===== src/rtl/ps2_scan_receiver.sv =====
// PS/2 keyboard receiver: conditions raw ps2_clk/ps2_data, deframes device-to-host bytes, strips F0/E0 prefixes.
// Optional macro PS2_PARITY_CHK_EN adds odd-parity checking and the err pulse; without it err is tied 0.
module ps2_scan_receiver #(
    parameter int          FILT    = 4,
    parameter int          TIMEOUT = 50000,
    parameter logic [7:0]  KEY_UP  = 8'h73,
    parameter logic [7:0]  KEY_DN  = 8'h72
) (
    input  logic       clk,
    input  logic       rst,
    input  logic       ps2_clk,
    input  logic       ps2_data,
    output logic [7:0] Cambio,
    output logic       got_data,
    output logic [7:0] estado,
    output logic       extended,
    output logic       err
);

    // state | meaning
    // IDLE  | waiting for a start bit (fe with data low)
    // RECV  | shifting data, parity and stop bits; watchdog armed
    // CHECK | one cycle: validate frame, handle prefixes, publish make code
    typedef enum logic [1:0] {
        IDLE  = 2'd0,
        RECV  = 2'd1,
        CHECK = 2'd2
    } state_t;

    localparam int             TW        = $clog2(TIMEOUT + 1);
    localparam logic [TW-1:0]  TMO_LOAD  = TW'(TIMEOUT - 1);
    localparam logic [3:0]     FILT_LOAD = 4'(FILT - 1);

    logic          clk_s1_q, clk_s2_q, dat_s1_q, dat_s2_q;
    logic          filt_q, filt_d;
    logic [3:0]    fcnt_q, fcnt_d;
    logic          fe;

    state_t        state_q, state_d;
    logic [3:0]    cnt_q, cnt_d;
    logic [TW-1:0] tmo_q, tmo_d;
    logic [7:0]    data_q, data_d;
    logic          stop_q, stop_d;
    logic          brk_q, brk_d;
    logic          ext_q, ext_d;
    logic [7:0]    cambio_q, cambio_d;
    logic [7:0]    estado_q, estado_d;
    logic          extended_q, extended_d;
    logic          got_data_q, got_data_d;
    logic          frame_ok;
`ifdef PS2_PARITY_CHK_EN
    logic          par_q, par_d;
    logic          err_q, err_d;
`endif

    always_ff @(posedge clk or negedge rst) begin
        if (!rst) begin
            clk_s1_q <= 1'b1;
            clk_s2_q <= 1'b1;
            dat_s1_q <= 1'b1;
            dat_s2_q <= 1'b1;
        end else begin
            clk_s1_q <= ps2_clk;
            clk_s2_q <= clk_s1_q;
            dat_s1_q <= ps2_data;
            dat_s2_q <= dat_s1_q;
        end
    end

    // Filtered level flips once the synced line has differed for FILT consecutive cycles.
    always_comb begin
        filt_d = filt_q;
        fcnt_d = FILT_LOAD;
        fe     = 1'b0;
        if (clk_s2_q != filt_q) begin
            if (fcnt_q == 4'd0) begin
                filt_d = clk_s2_q;
                fe     = filt_q;
            end else begin
                fcnt_d = fcnt_q - 4'd1;
            end
        end
    end

    always_ff @(posedge clk or negedge rst) begin
        if (!rst) begin
            filt_q <= 1'b1;
            fcnt_q <= FILT_LOAD;
        end else begin
            filt_q <= filt_d;
            fcnt_q <= fcnt_d;
        end
    end

`ifdef PS2_PARITY_CHK_EN
    assign frame_ok = stop_q & (^{par_q, data_q});
`else
    assign frame_ok = stop_q;
`endif

    always_comb begin
        state_d    = state_q;
        cnt_d      = cnt_q;
        tmo_d      = tmo_q;
        data_d     = data_q;
        stop_d     = stop_q;
        brk_d      = brk_q;
        ext_d      = ext_q;
        cambio_d   = cambio_q;
        estado_d   = estado_q;
        extended_d = extended_q;
        got_data_d = 1'b0;
`ifdef PS2_PARITY_CHK_EN
        par_d      = par_q;
        err_d      = 1'b0;
`endif
        case (state_q)
            IDLE: begin
                cnt_d = 4'd0;
                tmo_d = '0;
                if (fe && !dat_s2_q) begin
                    state_d = RECV;
                    cnt_d   = 4'd1;
                    tmo_d   = TMO_LOAD;
                end
            end
            RECV: begin
                if (fe) begin
                    cnt_d = cnt_q + 4'd1;
                    tmo_d = TMO_LOAD;
                    if (cnt_q == 4'd10) begin
                        stop_d  = dat_s2_q;
                        state_d = CHECK;
                    end else if (cnt_q == 4'd9) begin
`ifdef PS2_PARITY_CHK_EN
                        par_d = dat_s2_q;
`endif
                    end else begin
                        data_d = {dat_s2_q, data_q[7:1]};
                    end
                end else if (tmo_q == '0) begin
                    state_d = IDLE;
                    cnt_d   = 4'd0;
                end else begin
                    tmo_d = tmo_q - 1'b1;
                end
            end
            CHECK: begin
                state_d = IDLE;
                cnt_d   = 4'd0;
                tmo_d   = '0;
                if (frame_ok) begin
                    if (data_q == 8'hF0) begin
                        brk_d = 1'b1;
                    end else if (data_q == 8'hE0) begin
                        ext_d = 1'b1;
                    end else if (brk_q) begin
                        brk_d = 1'b0;
                        ext_d = 1'b0;
                    end else begin
                        cambio_d   = data_q;
                        extended_d = ext_q;
                        ext_d      = 1'b0;
                        got_data_d = 1'b1;
                        // Adjust keys drive the counters only; mode byte keeps the last real key.
                        if (data_q != KEY_UP && data_q != KEY_DN) begin
                            estado_d = data_q;
                        end
                    end
                end else begin
`ifdef PS2_PARITY_CHK_EN
                    err_d = 1'b1;
`endif
                end
            end
            default: begin
                state_d = IDLE;
                cnt_d   = 4'd0;
                tmo_d   = '0;
            end
        endcase
    end

    always_ff @(posedge clk or negedge rst) begin
        if (!rst) begin
            state_q    <= IDLE;
            cnt_q      <= 4'd0;
            tmo_q      <= '0;
            data_q     <= 8'h00;
            stop_q     <= 1'b0;
            brk_q      <= 1'b0;
            ext_q      <= 1'b0;
            cambio_q   <= 8'h00;
            estado_q   <= 8'h00;
            extended_q <= 1'b0;
            got_data_q <= 1'b0;
        end else begin
            state_q    <= state_d;
            cnt_q      <= cnt_d;
            tmo_q      <= tmo_d;
            data_q     <= data_d;
            stop_q     <= stop_d;
            brk_q      <= brk_d;
            ext_q      <= ext_d;
            cambio_q   <= cambio_d;
            estado_q   <= estado_d;
            extended_q <= extended_d;
            got_data_q <= got_data_d;
        end
    end

`ifdef PS2_PARITY_CHK_EN
    always_ff @(posedge clk or negedge rst) begin
        if (!rst) begin
            par_q <= 1'b0;
            err_q <= 1'b0;
        end else begin
            par_q <= par_d;
            err_q <= err_d;
        end
    end
    assign err = err_q;
`else
    assign err = 1'b0;
`endif

    assign Cambio   = cambio_q;
    assign got_data = got_data_q;
    assign estado   = estado_q;
    assign extended = extended_q;

endmodule


===== config.mk =====
export PLATFORM = sky130hd
export DESIGN_NAME = ps2_scan_receiver
export DESIGN_NICKNAME = d
export VERILOG_FILES = /design/src/rtl/ps2_scan_receiver.sv
export SDC_FILE = /design/constraint.sdc
export NUM_CORES = 1
export LEC_CHECK = 0
export BUFFER_PORTS_ARGS = -buffer_cell sky130_fd_sc_hd__buf_4
export CORE_MARGIN = 5
export CORE_UTILIZATION = 54
export DETAILED_ROUTE_END_ITERATION = 8
export PLACE_DENSITY = 0.76
export SETUP_SLACK_MARGIN = 0.1
export SLEW_MARGIN = 5
export SYNTH_ARGS = -nofsm -noshare
export SYNTH_HDL_FRONTEND = slang
export SYNTH_SLANG_ARGS = --single-unit

===== constraint.sdc =====
create_clock -name clk -period 1.95 [get_ports clk]
set_input_delay 0.39 -clock clk [delete_from_list [all_inputs] [get_ports clk]]
set_output_delay 0.39 -clock clk [all_outputs]
set_load 0.03 [all_outputs]

# Word level (Yosys, flattened, before mapping)
# Cells that the tools add are included.
# word_totals
register_bits	60
output_inout_bits	19
wordCells	78
# classes
n_addsub	3
n_eq_ne	14
muxes	25
n_bitwise	5
reduce_logical	14
# ops
op	count
two-way mux 16 bit	3
one-hot mux 16 bit (2 select lines)	1
equality test 8 bit, second input constant	2
logical NOT 16 bit	1
two-way mux 4 bit	4
!= test 8 x 7 -> 1 bit, second input constant	2
subtractor 16 x 1 -> 16 bit, second input constant	1
AND reduction 3 bit	4
two-way mux 1 bit	11
!= test 3 bit, second input constant	3
equality test 4 bit, second input constant	2
two-way mux 2 bit	4
one-hot mux 4 bit (2 select lines)	1
AND reduction 6 bit	1
NOT 1 bit	5
AND reduction 5 bit	1
adder 4 x 1 -> 4 bit, second input constant	1
logical NOT 4 bit	1
!= test 2 bit, second input constant	2
one-hot mux 2 bit (2 select lines)	1
AND reduction 4 bit	1
subtractor 4 x 1 -> 4 bit, second input constant	1
equality test 2 x 1 -> 1 bit, second input constant	1
equality test 2 bit, second input constant	1
5 further kinds	6

# Logic depth before layout (Yosys ltp)
# logic_depth
depth_word	6
ltp_mapped	7
depth_no_buf	6

# Least setup slack after synthesis
# No wires, ideal clock.
# synth_timing
path_type	register to register
startpoint	register fcnt_q[0]
endpoint	register tmo_q[12]
t_arrival_ns	1.760
slack_ns	0.107
path_stages_with_launch	8
period_less_slack_ns	1.843
cell_sequence	dfstp_2 inv_1 ha_1 or3b_1 buf_4 o21ai_2 or4_1 o21ai_0
# synth_via
elab_chain_cells	5
word_cells_on_any_way	6
# synth_rtl
item	line_no	rtl
from (decl)	36	logic [3:0] fcnt_q, fcnt_d;
from (signal assigned)	91	fcnt_q <= fcnt_d;
logical NOT 4 bit *	76	if (fcnt_q == 4'd0) begin
two-way mux 1 bit *	76	
two-way mux 1 bit *	75	if (clk_s2_q != filt_q) begin
two-way mux 16 bit	128	if (fe) begin
one-hot mux 16 bit (2 select lines)	117	case (state_q)
to (signal assigned)	200	tmo_q <= tmo_d;
to (decl)	41	logic [TW-1:0] tmo_q, tmo_d;
# Mark *: on every way between the ends. The rest lies on a longest branch, timed or not.
# A chain may end at the register's enable or synchronous reset.

# Worst setup path in the final report
# layout_timing
startpoint	register fcnt_q[0]
endpoint	register tmo_q[2]
# layout_via
elab_chain_cells	6
word_cells_on_any_way	8
# layout_rtl
item	line_no	rtl
logical NOT 4 bit *	76	
two-way mux 1 bit *	76	
two-way mux 1 bit *	75	
logical AND 1 bit	121	if (fe && !dat_s2_q) begin
two-way mux 16 bit	121	
one-hot mux 16 bit (2 select lines)	117	
# Marks and branches as above.

==> metrics.md <==
| Metric | Value |
|---|---|
| Fraction of layout cells with a size suffix above 1 | 39.31% |
| Run status | finished, final reports clean |
| Max clock buf depth | 2 |
| Htree depth | 3 |
| Worst vdd ir | 0.5831 mV |
| Row cnt | 26 |
| Hpwl dp | 4473 um |
| Overall global routing resource usage | 19.44% |
| Final Util | 70.31% |
| Diode count | 0 |
| Final ANT Viol Nets | 0 |
| Final #Nets | 324 |
| Post-Syn Area per Cell | 11.26 um2 |
| Area after DPL | 3316 um2 |
| Largest net degree at the start of global routing | 28 |
| # setup viols final | 0 |
| Post-synth ARST share | 100.0% |
| Synth area leader | dfrtp_1 |
| Crit path kind | reg2reg |
| Crit end category | flop |
| # port buffers | 21 |
| Synth warnings | 0 |
| Die Area | 7016 um2 |
| Initial antenna violation count | 0 |
| I/O pin cnt | 23 |
| Worst path arrival time | 2.04 ns |
| Fin area | 3660 um2 |
| Filler cell count | 387 |
| Core area | 5205 um2 |
| Post-synth EDFFs | 0 |
| Syn_nets | 272 |
| FMAX | 0.5574 GHz |
| Slew Viols, Final | 0 |
| RSZ-0062 raised after global routing | yes |
| Final Hold Fails | 0 |
| Chip width | 83.76 um |
| Crit path max fanout | 6 |
| Commonest non-fill, non-tap cell in the layout | dfrtp_1 |
| Layout area overhead | 24.57% |
| CP startpoint kind | flop |
| P_leak | 1.742 nW |
| Hold Path Class | in2reg |
| Sequential area share after synthesis | 51.41% |
| GP Congestion | 0.8342 |
| Pre-antenna DRT Iters | 4 |
| Number of synthesized register bits | 60 |
| Synth Cell Area | 2938 um2 |
| Clk_lat worst skew | 0.35 ns |
| Share of the synthesized area in the top cell type | 45.14% |
| Top cells by area, synth | dfrtp_1, mux2_2, dfstp_2 |
| Via count | 2,252 |
| CTS tree | built |
| Top delay family on crit path | simple AND/OR/NAND/NOR gates |
| DRC | 0 |
| Max stage delay on crit path | 0.44 ns |
| TritonCTS sink count | 60 |
| CP max stage cell | or3b_4 |
| Via density | 5.804 |
| Vias in the first global route | 2,293 |
| Clock period minus worst slack | 1.794 ns |
| Initial core utilization | 56.44% |
| GRT overflow | 0 |
| Root cell of the clock tree | clkbuf_8 |
| Top FF cell, synth | dfrtp_1 |
| Fin Hold WS | 0.1480 ns |
| Die height | 83.76 um |
| First-pass GRT wire length | 10,980 um |
| Distinct cells, synth | 58 |
| CP Buf/Inv Count | 2 |
| WL/cell | 16.53 um |
| Routed WL | 6415 um |
| MaxCap Viol Count | 0 |
| CP cell instances | inv_2 -> ha_4 -> or3b_4 -> nor2_8 -> buf_4 -> a22oi_1 -> a311oi_1 |
| Final period util | 92.01% |
| Post-Syn Instances | 261 |
| Initial drt markers | 115 |
| Most frequent cells in the layout | dfrtp_1, buf_4, mux2_2, nand2_1, nor2_1 |
| Worst Path Required | 2.20 ns |
| P per Cell Area | 762.2 nW/um2 |
| Worst-path clk slew | 0.07 ns |
| Final Skew | 0.01075 ns |
| Total CTS buffers | 9 |
-- report_power, final --
group	internal (mW)	leakage [nW]	switching (mW)
logic	0.186	0.842	0.239
clock network	0.465	0.0860	0.529
registers	1.31	0.814	0.0579
total	1.96	1.74	0.826
-- layout make-up --
class,instances,area (um2),area share (%)
inverters,11,41.29,1.128
well taps,70,87.58,2.393
repair buffers,49,386.6,10.56
flip-flops and latches,60,1510,41.27
clock buffers,9,123.9,3.385
multi-input cells,182,1459,39.86
clock inverters,7,51.30,1.402
-- what timing repair did --
item | CTS | global route
gates resized for setup | 5 | 23
hold endpoints to repair | 23 | 0
buffers inserted | 1 | 4
setup endpoints to repair | 18 | 31
hold buffers | 1 | 0
pin swaps | 1 | 5
gates cloned | 0 | 0
-- per-layer routing --
layer / share of wire [%] / vias to the layer above / GRT usage, %
li1: - / 1068 / -
met1: 43 / 1122 / 25.62
met2: 50 / 46 / 30.22
met3: 4.9 / 16 / 6.910
met4: 1.9 / 0 / 5.702
met5: 0 / - / 0
-- logic make-up (layout without fill, tap and decap cells) --
logic type	Yosys count	count (layout)	synth area share, %
mux	23	23	8.731
xor+xnor	4	4	1.193
buf+inv	19	76	2.939
compound gates	46	46	11.03
fa+ha+maj	7	7	2.981
other cells	1	1	0.1276
simple gates	101	101	21.59
flops	60	60	51.41
-- cells in the mapped netlist, types with 3 or more instances --
cell type / n
nor3_1: 9
a21oi_1: 11
a31oi_1: 4
buf_4: 3
xnor2_1: 3
o21ai_0: 7
o31ai_1: 3
nand2_1: 15
nor4_1: 4
or3_1: 8
ha_1: 7
nor2_1: 15
buf_2: 3
nand3_1: 7
a311oi_1: 3
inv_1: 11
nor2b_1: 4
nand2b_1: 7
dfstp_2: 7
nand4_1: 5
mux2_2: 21
dfrtp_1: 53
a22o_1: 3
or4_1: 5
-- state kept, by name (all words and copies together) (netlist names) --
signal,count
tmo_q,16
Cambio,8
data_q,8
estado,8
cnt_q,4
fcnt_q,4
state_q,2
brk_q,1
clk_s1_q,1
clk_s2_q,1
dat_s1_q,1
dat_s2_q,1
ext_q,1
extended,1
filt_q,1
frame_ok,1
got_data,1
-- worst reg2reg max path, cell delays in order (launching register included) --
cell	delay (ns)
dfstp_2	0.38
inv_2	0.07
ha_4	0.14
or3b_4	0.44
nor2_8	0.13
buf_4	0.16
a22oi_1	0.12
a311oi_1	0.26
-- through the flow --
stage               setup TNS (ns)  cells  worst slack [ns]  power (mW)
floorplan                        0    261            0.1071       1.617
global placement                 0    366           0.01388       1.723
detailed placement        -0.09939    366          -0.09561       1.735
CTS                              0    384           0.06799       2.752
global route                     0    388           0.05453       2.927
finish                           0    388            0.1559       2.790
-- worst paths after layout --
kind | startpoint | slack, ns | cells after the start | endpoint
max | fcnt_q[0] | 0.16 | 7 | tmo_q[2]
min | ps2_data | 0.15 | 1 | dat_s1_q
max reg2reg | fcnt_q[0] | 0.16 | 7 | tmo_q[2]
min reg2reg | dat_s1_q | 0.36 | 0 | dat_s2_q
max in group asynchronous | rst | 0.91 | 3 | clk_s2_q
min in group asynchronous | rst | 0.50 | 2 | tmo_q[8]
No activity file was read; power rests on OpenSTA's default activity.
